==> config.mk <==
export PLATFORM = sky130hd
export DESIGN_NAME = chained_add_pipe
export DESIGN_NICKNAME = d
export VERILOG_FILES = /design/src/rtl/chained_add_pkg.sv /design/src/rtl/chained_add_stage.sv /design/src/rtl/chained_add_pipe.sv
export SDC_FILE = /design/constraint.sdc
export NUM_CORES = 1
export LEC_CHECK = 0
export BUFFER_PORTS_ARGS = -buffer_cell sky130_fd_sc_hd__buf_4
export CORE_ASPECT_RATIO = 1.75
export CORE_MARGIN = 2
export CORE_UTILIZATION = 40
export DETAILED_ROUTE_END_ITERATION = 6
export HOLD_SLACK_MARGIN = 0.15
export SLEW_MARGIN = 25
export SYNTH_ARGS = -nofsm -noshare
export SYNTH_HDL_FRONTEND = slang
export SYNTH_SLANG_ARGS = --single-unit
==> constraint.sdc <==
create_clock -name clk -period 2.7 [get_ports clk]
set_input_delay 0.54 -clock clk [delete_from_list [all_inputs] [get_ports clk]]
set_output_delay 0.54 -clock clk [all_outputs]
set_load 0.02 [all_outputs]
==> src/rtl/chained_add_pkg.sv <==
// Shared arithmetic for the chained adder pipeline: width-generic add with carry-out.
// Saturating sums are built when CHAINED_ADD_PIPE_SAT_EN is defined; otherwise sums wrap.
package chained_add_pkg;

   localparam int MAX_WIDTH = 64;

   // Returns {carry, sum}. The operands must be zero above `width`. Zero-extending
   // them to MAX_WIDTH lets one function serve every parameterisation of WIDTH.
   function automatic logic [MAX_WIDTH:0] add_ovf(input logic [MAX_WIDTH-1:0] a,
                                                  input logic [MAX_WIDTH-1:0] b,
                                                  input int unsigned        width);
      logic [MAX_WIDTH:0] full;
      logic [MAX_WIDTH:0] mask;
      logic               carry;
      full  = {1'b0, a} + {1'b0, b};
      mask  = {(MAX_WIDTH + 1){1'b1}} >> (MAX_WIDTH + 1 - width);
      carry = |(full & ~mask);
      full  = full & mask;
`ifdef CHAINED_ADD_PIPE_SAT_EN
      if (carry) begin
         full = mask;
      end
`endif
      return {carry, full[MAX_WIDTH-1:0]};
   endfunction

endpackage

==> src/rtl/chained_add_stage.sv <==
// One registered stage of the chained adder: x <= a + upstream x, ovf accumulates carries.
// The stage loads whenever it is empty or its downstream neighbour can take its beat.
module chained_add_stage
   import chained_add_pkg::*;
#(
   parameter int WIDTH = 32
) (
   input  logic             clk,
   input  logic             rst_n,
   input  logic             up_valid,
   input  logic [WIDTH-1:0] up_a,
   input  logic [WIDTH-1:0] up_x,
   input  logic             up_ovf,
   input  logic             down_ready,
   output logic             valid,
   output logic [WIDTH-1:0] a,
   output logic [WIDTH-1:0] x,
   output logic             ovf
);

   typedef struct packed {
      logic             valid;
      logic             ovf;
      logic [WIDTH-1:0] a;
      logic [WIDTH-1:0] x;
   } stage_t;

   stage_t             q;
   stage_t             d;
   logic               load;
   logic [MAX_WIDTH:0] add_res;
   logic               unused_add_bits;

   assign add_res         = add_ovf(MAX_WIDTH'(up_a), MAX_WIDTH'(up_x), WIDTH);
   assign unused_add_bits = ^(add_res >> WIDTH);
   assign load            = !q.valid || down_ready;

   // Payload only changes when a valid beat arrives, so a drained stage keeps its last sum.
   always_comb begin
      d = q;
      if (load) begin
         d.valid = up_valid;
         if (up_valid) begin
            d.a   = up_a;
            d.x   = add_res[WIDTH-1:0];
            d.ovf = up_ovf | add_res[MAX_WIDTH];
         end
      end
   end

   always_ff @(posedge clk) begin
      if (!rst_n) begin
         q <= '0;
      end else begin
         q <= d;
      end
   end

   assign valid = q.valid;
   assign a     = q.a;
   assign x     = q.x;
   assign ovf   = q.ovf;

endmodule

==> src/rtl/chained_add_pipe.sv <==
// STAGES chained adder stages with valid/ready flow control: out_x = STAGES*a + b.
// Define CHAINED_ADD_PIPE_SAT_EN for saturating stages; the default build wraps.
module chained_add_pipe
   import chained_add_pkg::*;
#(
   parameter int  WIDTH  = 32,
   parameter int  STAGES = 2,
   localparam int OCC_W  = $clog2(STAGES + 1)
) (
   input  logic             clk,
   input  logic             rst_n,
   input  logic             in_valid,
   output logic             in_ready,
   input  logic [WIDTH-1:0] in_a,
   input  logic [WIDTH-1:0] in_b,
   output logic             out_valid,
   input  logic             out_ready,
   output logic [WIDTH-1:0] out_x,
   output logic             out_ovf,
   output logic             ovf_sticky,
   input  logic             ovf_clr,
   output logic [OCC_W-1:0] occupancy
);

   logic [STAGES-1:0] stage_valid;
   logic [STAGES-1:0] stage_ovf;
   logic [WIDTH-1:0]  stage_a [STAGES];
   logic [WIDTH-1:0]  stage_x [STAGES];
   logic [STAGES:0]   stage_ready;
   logic              unused_tail_a;

   // Ready ripples backwards from the consumer; a stage can accept if it is empty
   // or everything downstream of it is moving.
   always_comb begin
      stage_ready         = '0;
      stage_ready[STAGES] = out_ready;
      for (int k = STAGES - 1; k >= 0; k--) begin
         stage_ready[k] = !stage_valid[k] || stage_ready[k+1];
      end
   end

   for (genvar k = 0; k < STAGES; k++) begin : g_stage
      logic             up_valid;
      logic [WIDTH-1:0] up_a;
      logic [WIDTH-1:0] up_x;
      logic             up_ovf;

      if (k == 0) begin : g_head
         assign up_valid = in_valid;
         assign up_a     = in_a;
         assign up_x     = in_b;
         assign up_ovf   = 1'b0;
      end else begin : g_body
         assign up_valid = stage_valid[k-1];
         assign up_a     = stage_a[k-1];
         assign up_x     = stage_x[k-1];
         assign up_ovf   = stage_ovf[k-1];
      end

      chained_add_stage #(.WIDTH(WIDTH)) u_stage (
         .clk        (clk),
         .rst_n      (rst_n),
         .up_valid   (up_valid),
         .up_a       (up_a),
         .up_x       (up_x),
         .up_ovf     (up_ovf),
         .down_ready (stage_ready[k+1]),
         .valid      (stage_valid[k]),
         .a          (stage_a[k]),
         .x          (stage_x[k]),
         .ovf        (stage_ovf[k])
      );
   end

   assign unused_tail_a = ^stage_a[STAGES-1];

   assign in_ready  = stage_ready[0];
   assign out_valid = stage_valid[STAGES-1];
   assign out_x     = stage_x[STAGES-1];
   assign out_ovf   = stage_ovf[STAGES-1];

   always_comb begin
      occupancy = '0;
      for (int k = 0; k < STAGES; k++) begin
         occupancy = occupancy + OCC_W'(stage_valid[k]);
      end
   end

   // A retiring overflow beat beats a simultaneous clear.
   always_ff @(posedge clk) begin
      if (!rst_n) begin
         ovf_sticky <= 1'b0;
      end else if (out_valid && out_ready && out_ovf) begin
         ovf_sticky <= 1'b1;
      end else if (ovf_clr) begin
         ovf_sticky <= 1'b0;
      end
   end

endmodule

---- Yosys cells after proc, flatten, opt, wreduce, memory -nomap -nowiden ----
Index checks and enable logic that the tools add are counted.
storage, ports and cells
  bits in registers ....................... 101
  latch bits .............................. 0
  bits in writable memories ............... 0
  bits in read-only memories .............. 0
  input bits .............................. 69
  output and inout bits ................... 38
  logic and storage cells ................. 25
  memories ................................ 0
operators by class
  add/sub/neg operators ................... 3
  multipliers ............................. 0
  div/mod/pow operators ................... 0
  magnitude comparators ................... 0
  eq/ne operators ......................... 0
  shift operators ......................... 0
  mux-type cells .......................... 2
  bitwise logic cells ..................... 1
  reduce and logical (&&, ||, !) cells .... 11
operators with widths
  operator                 number
  adder 32 x 32 -> 33 bit  2
  OR reduction 33 bit      2
  AND reduction 2 bit      2
  adder 1 x 1 -> 2 bit     1
  logical AND 1 bit        2
  logical NOT 1 bit        2
  logical OR 1 bit         2
  two-way mux 1 bit        2
  nonzero test 2 bit       1
  bitwise OR 1 bit         1

---- Longest topological paths before layout ----
  depth in word-level cells ............... 4
  mapped depth ............................ 10
  depth with buffers taken out ............ 10

---- Hierarchy ----
A second synthesis with hierarchy kept.
unflattened totals
  cell total of the unflattened synthesis .. 1049
  area, all modules ....................... 8185.4 um^2
by module, submodules not included
  module                                  times used  cells each  area each (um^2)  seq. area each (um^2)
  chained_add_stage (g_stage[1].u_stage)  1           518         4131.5            1321.3
  chained_add_stage (g_stage[0].u_stage)  1           523         3986.3            1321.3
  chained_add_pipe                        1           8           67.6              20.0

---- Least setup slack after synthesis ----
OpenSTA, ideal clock, no wires.
  path type ............................... input-to-reg
  start point ............................. input port in_a[0]
  end point ............................... register g_stage[0].u_stage.q, in the netlist g_stage[0].u_stage.x[30]
  setup time .............................. 0.079 ns
  arrival ................................. 2.658 ns
  required time ........................... 2.621 ns
  path slack .............................. -0.037 ns
  stages on the path ...................... 10
  path buffers ............................ 0
  cell sequence ........................... ha_1 -> fa_1 -> a211o_1 -> a21o_1 -> a41oi_2 -> nor3_1 -> nor2_1 -> o21ai_1 -> a311o_1 -> o211ai_1
between the ends
  longest elaborated chain between the ends .. 1
ends and longest elaborated chain
  what                     line                     source
  start: declaration       chained_add_pipe.sv:14   input logic [WIDTH-1:0] in_a,
  adder 32 x 32 -> 33 bit  chained_add_pkg.sv:15    full = {1'b0, a} + {1'b0, b};
  end signal: assignment   chained_add_stage.sv:53  q <= '0;
  end signal: assignment   chained_add_stage.sv:55  q <= d;
  end: declaration         chained_add_stage.sv:28  stage_t q;
Every way passes these cells.
A chain may end at the register's enable or synchronous reset.

---- Worst setup path after layout ----
  start point ............................. input port in_a[0]
  end point ............................... register g_stage[0].u_stage.q, in the netlist g_stage[0].u_stage.x[18]
The elaborated chain is that of the path after synthesis.

==> summary.txt <==
status: finished, final reports clean
leakage: 3.82 nW
Antenna Nets Post-Route: 0
most used cell, CP: nor2_1
Mapped Area: 6980 µm²
slowest CP cell: fa_2
PD cells: 490 nW/µm²
Ports: 107
main flop type after synthesis: dfxtp_1
Synth cell types: 67
CP peak stage delay: 0.35 ns
Die X: 104 µm
Max Cap Violations: 0
post-synthesis cell count: 921
Sequential Area: 2020 µm²
CTS tree: built
Tcrit/Tclk final: 0.950
worst path bufs/invs: 2
Worst Slack Setup Final: 0.135 ns
Initial Util: 0.410
Placed Cells: 1257
fillcell total: 1794
chip height: 179 µm
Reg power frac: 0.396
core area: 17000 µm²
DR pass1 iterations: 7
area occupied by multi-input gates: 4690 µm²
most common cell in the netlist: nand2_1
Slew @ Worst Pin: 0.622 ns
peak supply drop: 0.000290 V
Vias/cell: 5.36
cell internal pwr: 0.00290 W
layout cell share with drive strength beyond 1: 0.189
CP cell instances: buf_4, ha_1, fa_2, a211o_1, a21o_1, a41oi_2, buf_4, o21a_1, nor2_1, nor2_1, nor2_1, o311ai_1
CTS sink cnt: 101
Synth top cells by count: 169 x nand2_1, 130 x a21oi_1, 101 x dfxtp_1
syn_area_per_cell: 7.58 µm²
routed wire length per instance: 14.4 µm
CP Class: input pin to register
vias in the first global route: 6436
dpl ws: -0.286 ns
via count: 6818
Post-synth EDFFs: 0
drt first-iter violations: 281
area grow syn2layout: 23.4%
final-report hold violation count: 0
Port Buffers: 106
routability cong.: 0.908
register area share after synthesis: 0.290
top post-synthesis cells by area: dfxtp_1 29%, ha_1 12%, a21oi_1 9.3%, nand2_1 9.1%, xnor2_1 3.8%
final setup fails: 0
worst path arrival time: 2.81 ns
relative slew slack: 0.585
fmax: 390 MHz
Synth top area share: 0.290
Clock transition at path regs: 0.07 ns
H-tree level count: 3
largest area contributor in the netlist: dfxtp_1
critical path's top delay family: compound AO/OA/AOI/OAI gates
total routed wirelength: 18300 µm
hold path depth: 3
share of power burned in the clock network: 0.300
CTS Buf Count: 9
Max Slew Vio Count: 0
Worst-Skew Late Latency: 0.35 ns
Antenna diodes: 0
post-detail-place hpwl: 14400 µm
synthesized flop and latch total: 101
Synth Net Count: 1057
first-pass GRT wire length: 30700 µm
hold slack: 0.418 ns
clock root buffer: clkbuf_16
number of cells on the critical path: 12
Std-Cell Rows: 63
total power: 0.00422 W
largest net degree at the start of global routing: 57
GRT Residual Overflow: 0
CP Max Fanout: 3
number of hold buffers added after cts: 0
Yosys Warn Count: 0
die area: 18600 µm²
HP Class: input pin to register
Async SR Flop Fraction: 0
min Tclk post-route: 2.56 ns
Sw Share: 0.314
Nets: 1177
RSZ-0062 raised after global routing: no
CP endpoint kind: register
Sw Pwr: 0.00133 W
reg2reg path depth: 10
total track usage: 0.197
clock skew: 0.0120 ns
initial antenna violation count: 0
maximum clock insertion buffer count: 2
CP required: 2.95 ns
Logic pwr share: 0.304
DR DRC count: 0
critical path launch point type: input pin
Finished Layout Cells: 1273
layout make-up:
class	count	area share
Clock buffer	13	0.0279
Inverter	20	0.00872
Clock inverter	3	0.00537
Multi-Input combinational cell	744	0.545
Timing Repair Buffer	165	0.145
Tap cell	227	0.0330
Sequential cell	101	0.235
kinds of logic after synthesis:
family	after synthesis	share of synthesized area
xor gates and xnor gates	41	0.0515
AOI/OAI and AO/OA	291	0.263
muxes	11	0.0158
adders and majority gates	67	0.122
DFF	101	0.290
and+or+nand+nor	334	0.217
buffers and inverters	76	0.0416
what timing repair did:
| item | 4_1_cts | 5_1_grt |
|---|---|---|
| buffers inserted | 0 | 0 |
| gates resized for setup | 0 | 3 |
| setup endpoints to repair | 0 | 8 |
| hold endpoints to repair | 0 | 0 |
state kept, by name, indices dropped and copies added (netlist names):
name and cells:
g_stage.u_stage.ovf 2, ovf_sticky 1, g_stage.u_stage.valid 2, g_stage.u_stage.a 32
g_stage.u_stage.x 64
worst paths after layout:
check,from,endpoint,slack [ns]
worst min-delay path,in_valid,g_stage[0].u_stage.valid$_SDFFE_PN0N_,0.42
worst max register to register,g_stage[0].u_stage.x[0]$_SDFFE_PN0P_,g_stage[1].u_stage.x[16]$_SDFFE_PN0P_,0.17
worst max-delay path,in_a[0],g_stage[0].u_stage.x[18]$_SDFFE_PN0P_,0.14
worst min register to register,g_stage[1].u_stage.x[14]$_SDFFE_PN0P_,g_stage[1].u_stage.x[14]$_SDFFE_PN0P_,0.45
power groups by stage:
stage          combinational, W  clock, W  sequential, W
2_1_floorplan          0.000802         0        0.00172
3_3_place_gp            0.00126         0        0.00171
3_5_place_dp            0.00127         0        0.00171
4_1_cts                 0.00128   0.00129        0.00167
5_1_grt                 0.00143   0.00134        0.00168
6_report                0.00128   0.00127        0.00167
through the flow:
stage               TNS (ns)   util  instance area, µm²
global placement       -2.15  0.488                8310
detailed placement     -2.62  0.488                8310
finish                     0  0.506                8610
floorplan                  0      -                6980
global route               0  0.506                8610
CTS                        0  0.505                8600
worst min-delay path, delay by kind of cell:
family,cells,cell delay (ns)
buf+inv,1,0.09
simple gates,1,0.06
compound gates,1,0.04
metal layers:
metal	vias to the layer above	part of all wire	global-route usage
met1	3109	0.46	0.250
met5	-	0	0
met2	136	0.49	0.346
li1	3549	-	-
met3	24	0.029	0.0229
met4	0	0.019	0.0676
placed cells by master (no fill, tap or decap), drive strengths merged, types with 2 or more instances in the layout:
master / Yosys / final
ha: 65 / 65
xnor2: 30 / 30
a211o: 3 / 3
dfxtp: 101 / 101
xor2: 11 / 11
nor3b: 4 / 4
a311o: 2 / 2
or2: 2 / 2
clkbuf: 48 / 13
a21o: 27 / 27
a31oi: 14 / 14
nor2b: 5 / 5
nand2: 169 / 169
a21oi: 130 / 130
o2111ai: 2 / 2
and3: 6 / 6
o221ai: 3 / 3
or3: 10 / 10
nor4: 2 / 2
nand2b: 5 / 5
nand3: 35 / 35
o21ai: 49 / 49
fa: 2 / 2
o311ai: 3 / 3
and2: 6 / 6
nor3: 13 / 13
and4: 2 / 2
or4: 3 / 3
o21bai: 8 / 8
mux2i: 11 / 11
buf: 8 / 165
o21a: 8 / 8
nor2: 48 / 48
inv: 19 / 20
o211ai: 15 / 15
nand4: 19 / 19
a211oi: 12 / 12
o41ai: 2 / 2
(Power assumes the default switching activity.)
